<file path="src/rtl/nrzi_pkg.sv">
// Shared types and defaults for the NRZI line decoder slice.
package nrzi_pkg;

    typedef enum logic {
        IDLE = 1'b0,
        RUN  = 1'b1
    } state_t;

    localparam int   DATA_W_DEF     = 8;
    localparam int   STUFF_LEN_DEF  = 6;
    localparam logic IDLE_LEVEL_DEF = 1'b1;

    function automatic int ones_cnt_w(input int stuff_len);
        return $clog2(stuff_len + 1);
    endfunction

    localparam int ONES_W_DEF = ones_cnt_w(STUFF_LEN_DEF);

endpackage

</file>
<file path="src/rtl/nrzi_bit_unstuffer.sv">
// Tracks the run of decoded 1s and classifies each decoded bit as data,
// a dropped stuff bit, or a stuffing violation.
module nrzi_bit_unstuffer
    import nrzi_pkg::*;
#(
    parameter int STUFF_LEN = STUFF_LEN_DEF
) (
    input  logic clk,
    input  logic rst,
    input  logic clr,
    input  logic stb,
    input  logic dec,
    output logic bit_stb,
    output logic bit_val,
    output logic err_stb
);

    localparam int OW = ones_cnt_w(STUFF_LEN);

    logic [OW-1:0] ones_cnt_q, ones_cnt_d;
    logic          slot;

    assign slot    = (ones_cnt_q == OW'(STUFF_LEN));
    assign bit_stb = stb & ~slot;
    assign bit_val = dec;
    assign err_stb = stb & slot & dec;

    always_comb begin
        ones_cnt_d = ones_cnt_q;
        if (clr) begin
            ones_cnt_d = '0;
        end else if (stb) begin
            // Stuff slot clears the run whether the bit was a proper 0 or a violation.
            if (slot || !dec) ones_cnt_d = '0;
            else              ones_cnt_d = ones_cnt_q + OW'(1);
        end
    end

    always_ff @(posedge clk or posedge rst) begin
        if (rst) ones_cnt_q <= '0;
        else     ones_cnt_q <= ones_cnt_d;
    end

endmodule

</file>
<file path="src/rtl/nrzi_line_decoder.sv">
// NRZI receive path: level-to-bit decode, bit unstuffing and LSB-first
// word assembly, framed by an IDLE/RUN state machine.
module nrzi_line_decoder
    import nrzi_pkg::*;
#(
    parameter int   DATA_W     = DATA_W_DEF,
    parameter int   STUFF_LEN  = STUFF_LEN_DEF,
    parameter logic IDLE_LEVEL = IDLE_LEVEL_DEF
) (
    input  logic              clk,
    input  logic              rst,
    input  logic              frame,
    input  logic              din,
    input  logic              din_valid,
    output logic [DATA_W-1:0] data_out,
    output logic              data_valid,
    output logic              stuff_err,
    output logic              busy
);

    localparam int             BW   = $clog2(DATA_W);
    localparam logic [BW-1:0]  LAST = BW'(DATA_W - 1);

    state_t            state_q;
    logic              prev_lvl_q, prev_lvl_d;
    logic [BW-1:0]     bit_cnt_q, bit_cnt_d;
    logic [DATA_W-1:0] shift_q, shift_d;
    logic [DATA_W-1:0] data_out_q, data_out_d;
    logic              data_valid_q, data_valid_d;
    logic              stuff_err_q, stuff_err_d;

    logic stb, dec, bit_stb, bit_val, err_stb;

    // A strobe in the IDLE->RUN cycle is already live, so gate on frame, not state.
    assign stb = frame & din_valid;
    assign dec = (din == prev_lvl_q);

    nrzi_bit_unstuffer #(
        .STUFF_LEN(STUFF_LEN)
    ) u_unstuff (
        .clk    (clk),
        .rst    (rst),
        .clr    (~frame),
        .stb    (stb),
        .dec    (dec),
        .bit_stb(bit_stb),
        .bit_val(bit_val),
        .err_stb(err_stb)
    );

    always_ff @(posedge clk or posedge rst) begin
        if (rst) state_q <= IDLE;
        else     state_q <= frame ? RUN : IDLE;
    end

    always_comb begin
        prev_lvl_d   = prev_lvl_q;
        bit_cnt_d    = bit_cnt_q;
        shift_d      = shift_q;
        data_out_d   = data_out_q;
        data_valid_d = 1'b0;
        stuff_err_d  = 1'b0;
        if (!frame) begin
            prev_lvl_d = IDLE_LEVEL;
            bit_cnt_d  = '0;
            shift_d    = '0;
        end else if (stb) begin
            prev_lvl_d = din;
            if (err_stb) begin
                stuff_err_d = 1'b1;
                bit_cnt_d   = '0;
                shift_d     = '0;
            end else if (bit_stb) begin
                shift_d = {bit_val, shift_q[DATA_W-1:1]};
                if (bit_cnt_q == LAST) begin
                    bit_cnt_d    = '0;
                    data_out_d   = shift_d;
                    data_valid_d = 1'b1;
                end else begin
                    bit_cnt_d = bit_cnt_q + BW'(1);
                end
            end
        end
    end

    always_ff @(posedge clk or posedge rst) begin
        if (rst) begin
            prev_lvl_q   <= IDLE_LEVEL;
            bit_cnt_q    <= '0;
            shift_q      <= '0;
            data_out_q   <= '0;
            data_valid_q <= 1'b0;
            stuff_err_q  <= 1'b0;
        end else begin
            prev_lvl_q   <= prev_lvl_d;
            bit_cnt_q    <= bit_cnt_d;
            shift_q      <= shift_d;
            data_out_q   <= data_out_d;
            data_valid_q <= data_valid_d;
            stuff_err_q  <= stuff_err_d;
        end
    end

    assign data_out   = data_out_q;
    assign data_valid = data_valid_q;
    assign stuff_err  = stuff_err_q;
    assign busy       = (state_q == RUN) && (bit_cnt_q != '0);

endmodule
</file>
<file path="config.mk">
export PLATFORM = sky130hd
export DESIGN_NAME = nrzi_line_decoder
export DESIGN_NICKNAME = d
export VERILOG_FILES = /design/src/rtl/nrzi_pkg.sv /design/src/rtl/nrzi_bit_unstuffer.sv /design/src/rtl/nrzi_line_decoder.sv
export SDC_FILE = /design/constraint.sdc
export NUM_CORES = 1
export LEC_CHECK = 0
export ABC_AREA = 1
export BUFFER_PORTS_ARGS = -buffer_cell sky130_fd_sc_hd__buf_2
export CORE_MARGIN = 5
export CORE_UTILIZATION = 40
export CTS_BUF_LIST = sky130_fd_sc_hd__clkbuf_8
export CTS_CLUSTER_DIAMETER = 120
export DETAILED_ROUTE_END_ITERATION = 8
export PLACE_DENSITY = 0.62
export SLEW_MARGIN = 15
export SYNTH_ARGS = -nofsm -noshare
export SYNTH_HDL_FRONTEND = slang
export SYNTH_SLANG_ARGS = --single-unit
</file>
<file path="constraint.sdc">
create_clock -name clk -period 3.6 [get_ports clk]
set_input_delay 0.18 -clock clk [delete_from_list [all_inputs] [get_ports clk]]
set_output_delay 0.18 -clock clk [all_outputs]
set_load 0.01 [all_outputs]
</file>
==> PnR_summary.wiki <==
{| class="wikitable"
! Metric !! Value
|-
| Result of the run || finished, final reports clean
|-
| Top cell types by occurrence after synthesis || 43 x sky130_fd_sc_hd__nand2_1, 24 x sky130_fd_sc_hd__dfrtp_1, 12 x sky130_fd_sc_hd__inv_1, 11 x sky130_fd_sc_hd__nand3_1, 8 x sky130_fd_sc_hd__nand4_1
|-
| Worst Setup Start Kind || flop
|-
| Clock latency of the later-clocked register in the worst-skew pair || 0.27 ns
|-
| Total of flip-flops plus latches after synthesis || 25
|-
| Most common cell in the synthesized netlist || sky130_fd_sc_hd__nand2_1
|-
| Number of port buffers || 15
|-
| # setup viols final || 0
|-
| Overall Global Routing Usage || 10.7%
|-
| Multi-input gate area || 418 um2
|-
| Detailed-route via count || 845
|-
| Deepest clock path buffer count || 2
|-
| Total overflow reported by the global router || 0
|-
| Detailed router's first-iteration violation count || 15
|-
| Core utilization of the finished layout || 45.9%
|-
| Summed instance area of the synthesized netlist || 1130 um2
|-
| Number of search-and-repair iterations in the first detailed-routing pass || 4
|-
| Sequential Area || 627 um2
|-
| # DRC || 0
|-
| Max Fanout on Critical Path || 12
|-
| Relative contribution of sequential cells to total power || 59.1%
|-
| Inserted Clock Buffers || 3
|-
| Cell family with the largest share of critical-path delay || simple AND/OR/NAND/NOR gates
|-
| Detailed-placement wirelength estimate || 1.43 mm
|-
| Class of the tightest hold or removal check || in -> async
|-
| Number of placement rows || 19
|-
| Crit path cell chain || inv_1 -> ha_1 -> nand2_2 -> inv_1 -> nor2_1 -> nand2_2 -> inv_2 -> nand2_1 -> nand2_1
|-
| First-pass GRT wire length || 3.42 mm
|-
| WP data required || 3.81 ns
|-
| # Max-Cap Violations || 0
|-
| Top_reg_cell synth || sky130_fd_sc_hd__dfrtp_1
|-
| Final Wtd Congestion || 0.815
|-
| Maximum clock frequency || 639 MHz
|-
| Die height || 63.1 um
|-
| Rel. slew slack || 39.4%
|-
| Cell taking the most area after synthesis || sky130_fd_sc_hd__dfrtp_1
|-
| Crit path buf inv count || 3
|-
| Aggregate routed wire length || 2.02 mm
|-
| Design internal power || 0.376 mW
|-
| Net switching fraction of the power || 23.9%
|-
| Final #Nets || 149
|-
| Total leakage power || 0.736 nW
|-
| Avg WL per Cell || 12.0 um
|-
| Clock share of power || 34.3%
|-
| Worst Path Class, Setup || reg -> reg
|-
| Proportion of power drawn by combinational gates || 6.7%
|-
| Top-area cell type share of the netlist area || 53.2%
|-
| Clock sink count || 25
|-
| Finished Layout Cells || 169
|-
| CTS tree || yes
|-
| Crit-path slowest cell || sky130_fd_sc_hd__dfrtp_1
|-
| Netlist cell types || 19
|-
| Final Hold Viols || 0
|-
| Number of synthesized flops with an enable pin || 0
|-
| Total power divided by cell area || 394 nW/um2
|-
| Initial Utilization || 41.3%
|-
| Horizontal die dimension || 63.1 um
|-
| Skew final || 0.00343 ns
|-
| Hold buffers post-CTS || 0
|-
| Biggest area contributors in the synthesized netlist || sky130_fd_sc_hd__dfrtp_1 53%, sky130_fd_sc_hd__nand2_1 14%, sky130_fd_sc_hd__ha_1 5.5%
|-
| Mapped Cells || 123
|-
| Clock H-tree levels || 1
|-
| Overall die area || 3980 um2
|-
| Aggregate negative setup slack || 0 ns
|-
| Count of boundary I/O pins || 16
|-
| Post-route minimum period || 1.57 ns
|-
| Count of antenna-violating nets left after detailed routing || 0
|-
| Actual slew at the worst max-slew pin || 0.908 ns
|-
| Number of antenna violations at the first check in global routing || 0
|-
| Core Region || 2730 um2
|-
| Arrival time reported for the critical path endpoint || 1.78 ns
|-
| Post-synth ARST share || 100%
|-
| Via count of the first global-routing pass || 808
|-
| Placed Cells incl. Taps || 165
|-
| Diode count || 0
|-
| Final cycle utilization of the critical path || 43.5%
|-
| Hold Worst Slack || 0.0878 ns
|-
| Nature of the critical path endpoint || flop
|-
| Net switching component of the power || 0.118 mW
|-
| Average via count per standard cell || 5.00
|-
| Largest net degree at the start of global routing || 26
|-
| Max-slew violation count || 0
|-
| Design Power || 0.494 mW
|-
| Post-CTS Resized || 0
|-
| CTS root buf || sky130_fd_sc_hd__clkbuf_8
|-
| Clock transition at the registers of the reported paths || 0.09 ns
|-
| Setup repair after global routing missed its margin || false
|-
| Fraction of final layout cells sized beyond drive strength 1 || 17.4%
|-
| Total number of yosys warnings || 0
|-
| Post-CTS repair timing setup buffer count || 0
|-
| Average size of a mapped cell || 9.18 um2
|-
| VDD IR-drop max || 0.296 mV
|-
| Mapped Nets || 133
|-
| Sequential share of the synthesized area || 55.5%
|-
| P&R area growth vs syn || 11.3%
|-
| Number of fillers in the final layout || 265
|-
| Worst stage delay on the critical path || 0.39 ns
|}
==> area by class of cell <==
cell class,count,share of cell area (%)
sequential,25,49.9
multi-input combinational,81,33.3
timing repair buffer,15,5.98
inverter,13,3.88
clock buffer,3,3.29
tap,31,3.09
clock inverter,1,0.598
==> cell families (layout without fill, tap and decap cells) <==
kind of cell               count (synthesis)  in the layout  share of synthesized area, %
AOI/OAI and AO/OA                          7              7                          4.55
xor gates and xnor gates                   1              1                         0.776
adders and majority gates                  5              5                          5.54
DFF                                       25             25                          55.5
buffers and inverters                     17             32                          7.43
and+or+nand+nor                           68             68                          26.2
==> layer usage <==
metal  track usage, %  vias up  part of all wire, %
met5                0        -                    0
met3             4.26        2                  6.2
li1                 -      424                    -
met4             2.39        0                 0.49
met1             14.1      397                   48
met2             16.4       22                   45
==> worst paths after layout <==
check / end / cells after the start / slack (ns) / start
hold / removal: shift_q[7] / 2 / 0.09 / rst
setup reg to reg: data_out[1] / 9 / 2.03 / u_unstuff.ones_cnt_q[0]
min in group clk: state_q / 1 / 0.14 / frame
max in group asynchronous: u_unstuff.ones_cnt_q[2] / 2 / 2.95 / rst
setup / recovery: data_out[1] / 9 / 2.03 / u_unstuff.ones_cnt_q[0]
hold reg to reg: data_out[2] / 2 / 0.49 / data_out[2]
==> sequential cells by signal, indices dropped and copies added, names as in the netlist <==
signal	flops
state_q	1
data_valid	1
u_unstuff.ones_cnt_q	3
bit_cnt_q	3
stuff_err	1
shift_q	7
prev_lvl_q	1
data_out	8
==> placed cells by master (no fill, tap or decap) <==
cell type	count
sky130_fd_sc_hd__inv_1	12
sky130_fd_sc_hd__nand3_1	11
sky130_fd_sc_hd__nor2_1	3
sky130_fd_sc_hd__o21ai_0	4
sky130_fd_sc_hd__nor3_1	1
sky130_fd_sc_hd__dfstp_2	1
sky130_fd_sc_hd__nand4_1	8
sky130_fd_sc_hd__dfrtp_1	24
sky130_fd_sc_hd__inv_2	1
sky130_fd_sc_hd__nand2_2	2
sky130_fd_sc_hd__clkinvlp_4	1
sky130_fd_sc_hd__clkbuf_8	3
sky130_fd_sc_hd__a21oi_4	1
sky130_fd_sc_hd__a21boi_0	1
sky130_fd_sc_hd__buf_2	15
sky130_fd_sc_hd__ha_1	5
sky130_fd_sc_hd__nand2_1	43
sky130_fd_sc_hd__a22oi_1	1
sky130_fd_sc_hd__xnor2_1	1
==> power by group through the flow <==
| stage | Sequential, mW | Combinational (mW) | Clock (mW) |
|---|---|---|---|
| 2_1_floorplan | 0.296 | 0.0253 | 0 |
| 6_report | 0.292 | 0.0329 | 0.169 |
| 3_3_place_gp | 0.297 | 0.0324 | 0 |
| 4_1_cts | 0.292 | 0.0337 | 0.176 |
| 5_1_grt | 0.293 | 0.0387 | 0.187 |
| 3_5_place_dp | 0.298 | 0.0334 | 0 |
==> per-stage QoR <==
step | cell area (um2) | setup WS (ns)
4_1_cts | 1260 | 2.03
5_1_grt | 1260 | 1.80
2_1_floorplan | 1130 | 2.36
3_3_place_gp | 1210 | 2.13
6_report | 1260 | 2.03
3_5_place_dp | 1210 | 2.05
No activity file was read; power rests on OpenSTA's default activity.
